<file path="src/rtl/regfile_pkg.sv">
// Shared definitions for the banked register file: clear-FSM state encoding
// and default sizing constants.
// Latency: n/a (types and constants only). Backpressure: n/a.
package regfile_pkg;

    localparam int DEF_DATA_W   = 8;
    localparam int DEF_NUM_REGS = 4;
    localparam int DEF_NUM_RD   = 3;

    // IDLE accepts writes and clear requests; CLEAR walks the array zeroing it.
    typedef enum logic {
        IDLE  = 1'b0,
        CLEAR = 1'b1
    } clr_state_t;

endpackage

</file>
<file path="src/rtl/regfile_clear_fsm.sv">
// Sequencer that zeroes the register array one entry per cycle on request.
// Latency: CLEAR entered one edge after request, lasts NUM_REGS cycles, done pulses one cycle after.
// Backpressure: requests during CLEAR are ignored; o_idle gates write acceptance in the parent.
//
// Ports:
//   clk, reset        - core clock, asynchronous active-high reset
//   i_clear_req       - start a clear sequence (honoured only in IDLE)
//   o_idle            - FSM is in IDLE (writes may be accepted)
//   o_clr_en, o_clr_idx - zero register o_clr_idx at the coming edge
//   o_clear_busy      - high while in CLEAR
//   o_clear_done      - registered one-cycle pulse on the first IDLE cycle after CLEAR
module regfile_clear_fsm
    import regfile_pkg::*;
#(
    parameter int NUM_REGS = DEF_NUM_REGS,
    localparam int ADDR_W  = $clog2(NUM_REGS)
) (
    input  logic              clk,
    input  logic              reset,
    input  logic              i_clear_req,
    output logic              o_idle,
    output logic              o_clr_en,
    output logic [ADDR_W-1:0] o_clr_idx,
    output logic              o_clear_busy,
    output logic              o_clear_done
);

    localparam logic [ADDR_W-1:0] LAST_IDX = ADDR_W'(NUM_REGS - 1);

    clr_state_t        r_state;
    logic [ADDR_W-1:0] r_clr_idx;
    logic              r_clear_done;

    clr_state_t        w_state_nxt;
    logic [ADDR_W-1:0] w_clr_idx_nxt;
    logic              w_clear_done_nxt;

    always_ff @(posedge clk or posedge reset) begin
        if (reset) begin
            r_state      <= IDLE;
            r_clr_idx    <= '0;
            r_clear_done <= 1'b0;
        end else begin
            r_state      <= w_state_nxt;
            r_clr_idx    <= w_clr_idx_nxt;
            r_clear_done <= w_clear_done_nxt;
        end
    end

    always_comb begin
        w_state_nxt      = r_state;
        w_clr_idx_nxt    = r_clr_idx;
        w_clear_done_nxt = 1'b0;
        case (r_state)
            IDLE: begin
                if (i_clear_req) begin
                    w_state_nxt   = CLEAR;
                    w_clr_idx_nxt = '0;
                end
            end
            CLEAR: begin
                // The edge that zeroes the last entry also returns to IDLE,
                // so the sequence is exactly NUM_REGS cycles long.
                w_clr_idx_nxt = r_clr_idx + 1'b1;
                if (r_clr_idx == LAST_IDX) begin
                    w_state_nxt      = IDLE;
                    w_clr_idx_nxt    = '0;
                    w_clear_done_nxt = 1'b1;
                end
            end
            default: begin
                w_state_nxt   = IDLE;
                w_clr_idx_nxt = '0;
            end
        endcase
    end

    assign o_idle       = (r_state == IDLE);
    assign o_clr_en     = (r_state == CLEAR);
    assign o_clr_idx    = r_clr_idx;
    assign o_clear_busy = (r_state == CLEAR);
    assign o_clear_done = r_clear_done;

endmodule

</file>
<file path="src/rtl/regfile_banked.sv">
// Multi-read-port register file with a single write port and a sequential clear.
// Latency: reads combinational (zero cycles); writes land at the accepting edge.
// Backpressure: writes during a clear are dropped and flagged by a registered write_drop pulse.
//
// Ports:
//   clk, reset            - clock, asynchronous active-high reset
//   read_reg / read_data  - NUM_RD read address / data pairs
//   write_reg, write_data, write_en - single write port
//   clear_req             - start a clear of all registers
//   clear_busy            - high while the clear runs
//   clear_done            - one-cycle pulse when the clear finishes
//   write_drop            - one-cycle registered pulse after a rejected write
// Build option: define REGFILE_BYPASS_EN to forward an accepted write's data
// to any read port addressing the same register in the same cycle.
module regfile_banked
    import regfile_pkg::*;
#(
    parameter int DATA_W   = DEF_DATA_W,
    parameter int NUM_REGS = DEF_NUM_REGS,
    parameter int NUM_RD   = DEF_NUM_RD,
    localparam int ADDR_W  = $clog2(NUM_REGS)
) (
    input  logic                           clk,
    input  logic                           reset,
    input  logic [NUM_RD-1:0][ADDR_W-1:0]  read_reg,
    output logic [NUM_RD-1:0][DATA_W-1:0]  read_data,
    input  logic [ADDR_W-1:0]              write_reg,
    input  logic [DATA_W-1:0]              write_data,
    input  logic                           write_en,
    input  logic                           clear_req,
    output logic                           clear_busy,
    output logic                           clear_done,
    output logic                           write_drop
);

    logic [DATA_W-1:0] r_regs [NUM_REGS];
    logic              r_write_drop;

    logic              w_idle;
    logic              w_clr_en;
    logic [ADDR_W-1:0] w_clr_idx;
    logic              w_wr_acc;

    regfile_clear_fsm #(
        .NUM_REGS (NUM_REGS)
    ) u_clear_fsm (
        .clk          (clk),
        .reset        (reset),
        .i_clear_req  (clear_req),
        .o_idle       (w_idle),
        .o_clr_en     (w_clr_en),
        .o_clr_idx    (w_clr_idx),
        .o_clear_busy (clear_busy),
        .o_clear_done (clear_done)
    );

    // A write is only taken in IDLE; a simultaneous clear_req still starts the
    // clear on the same edge, and the clear later zeroes the written entry.
    assign w_wr_acc = write_en & w_idle;

    always_ff @(posedge clk or posedge reset) begin
        if (reset) begin
            for (int k = 0; k < NUM_REGS; k++) begin
                r_regs[k] <= '0;
            end
        end else if (w_clr_en) begin
            r_regs[w_clr_idx] <= '0;
        end else if (w_wr_acc) begin
            r_regs[write_reg] <= write_data;
        end
    end

    always_ff @(posedge clk or posedge reset) begin
        if (reset) begin
            r_write_drop <= 1'b0;
        end else begin
            r_write_drop <= write_en & ~w_idle;
        end
    end

    assign write_drop = r_write_drop;

    for (genvar gi = 0; gi < NUM_RD; gi++) begin : g_rd
`ifdef REGFILE_BYPASS_EN
        // Only accepted writes forward; a dropped write never reaches a reader.
        assign read_data[gi] = (w_wr_acc && (write_reg == read_reg[gi]))
                               ? write_data : r_regs[read_reg[gi]];
`else
        assign read_data[gi] = r_regs[read_reg[gi]];
`endif
    end

endmodule

</file>
<file path="config.mk">
export PLATFORM = sky130hd
export DESIGN_NAME = regfile_banked
export DESIGN_NICKNAME = d
export VERILOG_FILES = /design/src/rtl/regfile_pkg.sv /design/src/rtl/regfile_clear_fsm.sv /design/src/rtl/regfile_banked.sv
export SDC_FILE = /design/constraint.sdc
export NUM_CORES = 1
export LEC_CHECK = 0
export ABC_AREA = 0
export ABC_CLOCK_PERIOD_IN_PS = 2800
export CORE_ASPECT_RATIO = 1.2
export CORE_MARGIN = 4
export CORE_UTILIZATION = 56
export CTS_CLUSTER_DIAMETER = 60
export DETAILED_ROUTE_END_ITERATION = 10
export PLACE_DENSITY = 0.95
export SKIP_LAST_GASP = 1
export SLEW_MARGIN = 0
export SYNTH_ARGS = -nofsm -noshare
export SYNTH_HDL_FRONTEND = slang
export SYNTH_SLANG_ARGS = --single-unit
</file>
<file path="constraint.sdc">
create_clock -name clk -period 2.8 [get_ports clk]
set_input_delay 0.28 -clock clk [delete_from_list [all_inputs] [get_ports clk]]
set_output_delay 0.28 -clock clk [all_outputs]
set_load 0.01 [all_outputs]
</file>
## Word-level counts from Yosys, hierarchy flattened

Cells that the tools add are included.

- Add/subtract/negate cells: 1
- Magnitude comparators: 7
- Equal/unequal tests: 2
- Multiplexer cells: 24
- Bitwise logic cells: 10
- Reductions and logical operators: 3

Operator list:

| operator | number |
|---|---|
| 2-to-1 mux 32 bit | 2 |
| 2-to-1 mux 8 bit | 8 |
| binary-select mux 8 bit (select 2 bit) | 3 |
| bitwise AND 32 bit | 1 |
| bitwise mux 32 bit | 1 |
| demux 8 bit (select 2 bit) | 2 |
| NOT 32 bit | 1 |
| greater-or-equal comparator 3 bit, second input constant | 5 |
| NOT 2 -> 3 bit | 5 |
| < comparator 3 x 1 -> 1 bit, second input constant | 2 |
| 2-to-1 mux 1 bit | 4 |
| 2-to-1 mux 2 bit | 2 |
| one-hot mux 2 bit (2 select lines) | 1 |
| adder 2 x 1 -> 2 bit, second input constant | 1 |
| bitwise AND 1 bit | 2 |
| equality test 2 bit, second input constant | 1 |
| logical AND 1 bit | 2 |
| != test 2 bit, second input constant | 1 |
| one-hot mux 1 bit (2 select lines) | 1 |
| nonzero test 2 bit | 1 |
| NOT 1 bit | 1 |

- Register bits after elaboration: 37
- Input port bits: 20
- Word-level logic and storage cells: 55

## Longest topological paths before layout

- Word-level depth: 8
- Gate-level depth with buffers: 4
- Mapped depth without buffers: 4

## By module

Synthesis repeated with hierarchy kept, for this count alone.

- Cell total of the unflattened synthesis: 165
- Area total of the unflattened synthesis: 2170.8 µm²

Modules (own cells, without submodules):

| module | times used | cells each | area an instance (µm²) |
|---|---|---|---|
| regfile_banked | 1 | 151 | 1996.9 |
| regfile_clear_fsm | 1 | 14 | 173.9 |

## Least setup slack after synthesis

Ideal clock, no wire load.

- Kind: register to register
- Start: reg u_clear_fsm.r_state, in the netlist u_clear_fsm.o_clear_busy
- End: reg r_regs[24] (netlist bit)
- Library setup time: 0.125 ns
- Arrival: 1.424 ns
- Setup slack: 1.250 ns
- Cell stages (with the launch flop): 4
- Buffers on the path: 1
- Clock period less this slack: 1.550 ns
- Path through: dfrtp_1 or4b_1 buf_6 mux2_4

- Word-level cells in the longest chain between the ends: 3
- Elaborated cells on any way between the ends: 4

RTL lines:

| item | line | source |
|---|---|---|
| from (decl) | regfile_clear_fsm.sv:30 | `clr_state_t r_state;` |
| from (signal assigned) | regfile_clear_fsm.sv:44 | `r_state <= w_state_nxt;` |
| NOT 1 bit | regfile_clear_fsm.sv:78 | `assign o_idle = (r_state == IDLE);` |
| bitwise AND 1 bit | regfile_banked.sv:59 | `assign w_wr_acc = write_en & w_idle;` |
| nonzero test 2 bit (no source line) | - |  |
| to (signal, indexed assignment) | regfile_banked.sv:69 | `r_regs[write_reg] <= write_data;` |
| to (decl) | regfile_banked.sv:36 | `logic [DATA_W-1:0] r_regs [NUM_REGS];` |

Parallel ways exist; a longest one is shown, timed or not.
A chain may end at the register's enable or synchronous reset.

==> impl_metrics.json <==
{
  "status": "finished clean",
  "critPathBufInv": 3,
  "synth_cell_type_count": 19,
  "path_cells": "clkdlybuf4s50_1 -> buf_4 -> mux4_2 -> clkdlybuf4s50_1",
  "root_buffer": "clkbuf_8",
  "rsz0062_at_grt": "no",
  "r2r-start": "u_clear_fsm.o_clear_busy",
  "setup_violations": 0,
  "slew_headroom": 0.410,
  "initial_core_util": 0.586,
  "fin_util": 0.740,
  "placementRows": 25,
  "grt_max_degree": 44,
  "nNetsFinal": 229,
  "timing.max_cap.violations": 0,
  "finalCritPeriodShare": 0.826,
  "drtAntennaViolNets": 0,
  "grt_pass1_vias": 1916,
  "layout-drive-gt1-share": 0.346,
  "ctsHoldBuffers": 0,
  "cp_data_required_time_ps": 2520,
  "tns_ps": 0,
  "dr.pass1.iters": 4,
  "clk_pin_slew_worst_paths_ps": 80,
  "layout_commonest_cell": "clkdlybuf4s50_1",
  "antenna-diode-count": 0,
  "syn_nets": 183,
  "yosysTopAreaCellShare": 0.398,
  "path_common_cell": "clkdlybuf4s50_1",
  "synth_area_per_cell_um2": 14.7,
  "synth-seq-cells": 37,
  "cts_resized": 0,
  "setup.worst_path.start": "read_reg[2]",
  "port_buffers": 46,
  "power-per-cell-area_mw_per_mm2": 857,
  "max_freq_mhz": 432,
  "synth_top_cell_by_area": "dfrtp_1",
  "htreeDepth": 2,
  "core_region_area_mm2": 0.00397,
  "reg2reg_depth": 3,
  "area.growth.synth_to_final_pct": 26.3,
  "drt_iter0_markers": 104,
  "cp-start-kind": "primary input",
  "cp-end-kind": "output port",
  "period_needed_ps": 2310,
  "synthCells": 158,
  "regToRegEndpoint": "r_regs[23]",
  "final_cell_mix": "clkdlybuf4s50_1 (46), dfrtp_1 (37), a21boi_0 (32)",
  "netlist_area_mm2": 0.00233,
  "cts_tree": "built",
  "grt_usage": 0.254,
  "place_inst": 251,
  "drc_errors": 0,
  "antenna_found_initial": 0,
  "cts_buffers": 5,
  "grt.overflow.total": 0,
  "grt_first_pass_wirelength_um": 9610,
  "holdWs_ps": 470,
  "hold_viol": 0,
  "crit_arrival_ps": 2030,
  "path_class": "in -> out",
  "dieHeight_um": 78.6,
  "cts_setup_buffers": 0,
  "synth_area_leaders": "dfrtp_1 (40%), mux4_2 (23%), mux2_2 (12%)",
  "final_cells": 259,
  "clk_latency_ps": 300,
  "cts.path.max_buffers": 2,
  "crit_cells": 4,
  "io_pins": 47,
  "skew_ps": 9.73,
  "gp_congestion": 0.856,
  "drt-total-wl_um": 6020,
  "avgViaCountPerCell": 6.45,
  "slew_viol_final": 0,
  "crit_path_end": "read_data[15]",
  "cp_slowest_cell": "mux4_2",
  "dp_hpwl_um": 4260,
  "dieArea_mm2": 0.00526,
  "max_slew.worst_pin.slew_ps": 884,
  "clock-sinks": 37,
  "worstPathMaxFanout": 8,
  "crit_family": "buffers and inverters",
  "yosysSeqAreaShare": 0.398,
  "p_leak_uw": 0.00127,
  "wire_per_inst_um": 23.2,
  "timing.hold.worst.class": "in -> async",
  "regToRegSetupSlack_ps": 930,
  "yosysWarnings": 0,
  "critical-path-max-stage-delay_ps": 550,
  "vdd_drop_max_uv": 674,
  "die_width_um": 66.9,
  "vias": 1671
}
[how the worst min path moves through the flow]
stage / from / endpoint / slack [ps] / depth (start not counted)
floorplan: clear_req / u_clear_fsm.o_clr_idx[0] / 370 / 1
global placement: u_clear_fsm.o_clr_idx[1] / u_clear_fsm.o_clr_idx[1] / 610 / 2
detailed placement: u_clear_fsm.o_clr_idx[0] / u_clear_fsm.o_clr_idx[0] / 640 / 2
CTS: reset / u_clear_fsm.o_clr_idx[1] / 490 / 2
global route: reset / u_clear_fsm.o_clr_idx[1] / 540 / 2
finish: reset / r_regs[14] / 470 / 2
[state kept, by name, summed over array words and instances, names as in the netlist]
signal,cells
u_clear_fsm.o_clr_idx,2
u_clear_fsm.o_clear_done,1
r_regs,32
write_drop,1
u_clear_fsm.o_clear_busy,1
[routing by layer]
layer / up-vias / track usage / share of wire
li1: 708 / - / -
met1: 854 / 0.277 / 0.35
met2: 86 / 0.434 / 0.55
met3: 23 / 0.0572 / 0.075
met4: 0 / 0.166 / 0.031
met5: - / 0 / 0
[report_power, final]
group	switching [µW]	leakage (µW)	internal, µW
sequential	178	0.000498	720
combinational	510	0.000718	697
clock	191	0.0000542	222
[per-stage QoR]
step	cell area, µm²	total power, µW	setup slack, ps
5_1_grt	2940	2650	464
2_1_floorplan	2330	1570	1250
3_3_place_gp	2840	2000	540
6_report	2940	2520	486
3_5_place_dp	2840	2100	507
4_1_cts	2940	2520	507
[cell families (layout without fill, tap and decap cells)]
family | Yosys count | count (layout) | share of synthesized area
fa+ha+maj | 5 | 5 | 0.0269
flops | 37 | 37 | 0.398
mux | 57 | 57 | 0.404
simple gates | 8 | 8 | 0.0285
compound gates | 34 | 34 | 0.110
buf+inv | 17 | 64 | 0.0328
[layout make-up]
cell class	instances	area, µm²
timing repair buffer	52	505
clock inverter	1	5.00
clock buffer	7	96.3
fill	261	1030
tap	54	67.6
inverter	4	15.0
sequential	37	926
multi-input combinational	104	1330
[worst reg2reg max path, cell delays in order (launching register included)]
cell and delay (ps):
dfrtp_1 380, buf_4 260, nand4bb_1 630, mux2_2 480
[cells in the mapped netlist, drive strengths merged]
| library cell | instances |
|---|---|
| dfrtp | 37 |
| a21boi | 32 |
| mux2 | 32 |
| mux4 | 24 |
| buf | 8 |
| clkbuf | 5 |
| ha | 5 |
| inv | 4 |
| and2 | 2 |
| nand4bb | 2 |
| o31ai | 2 |
| mux2i | 1 |
| nand2 | 1 |
| nand4b | 1 |
| or3b | 1 |
| or4b | 1 |
Power figures use the tool's default switching activity.
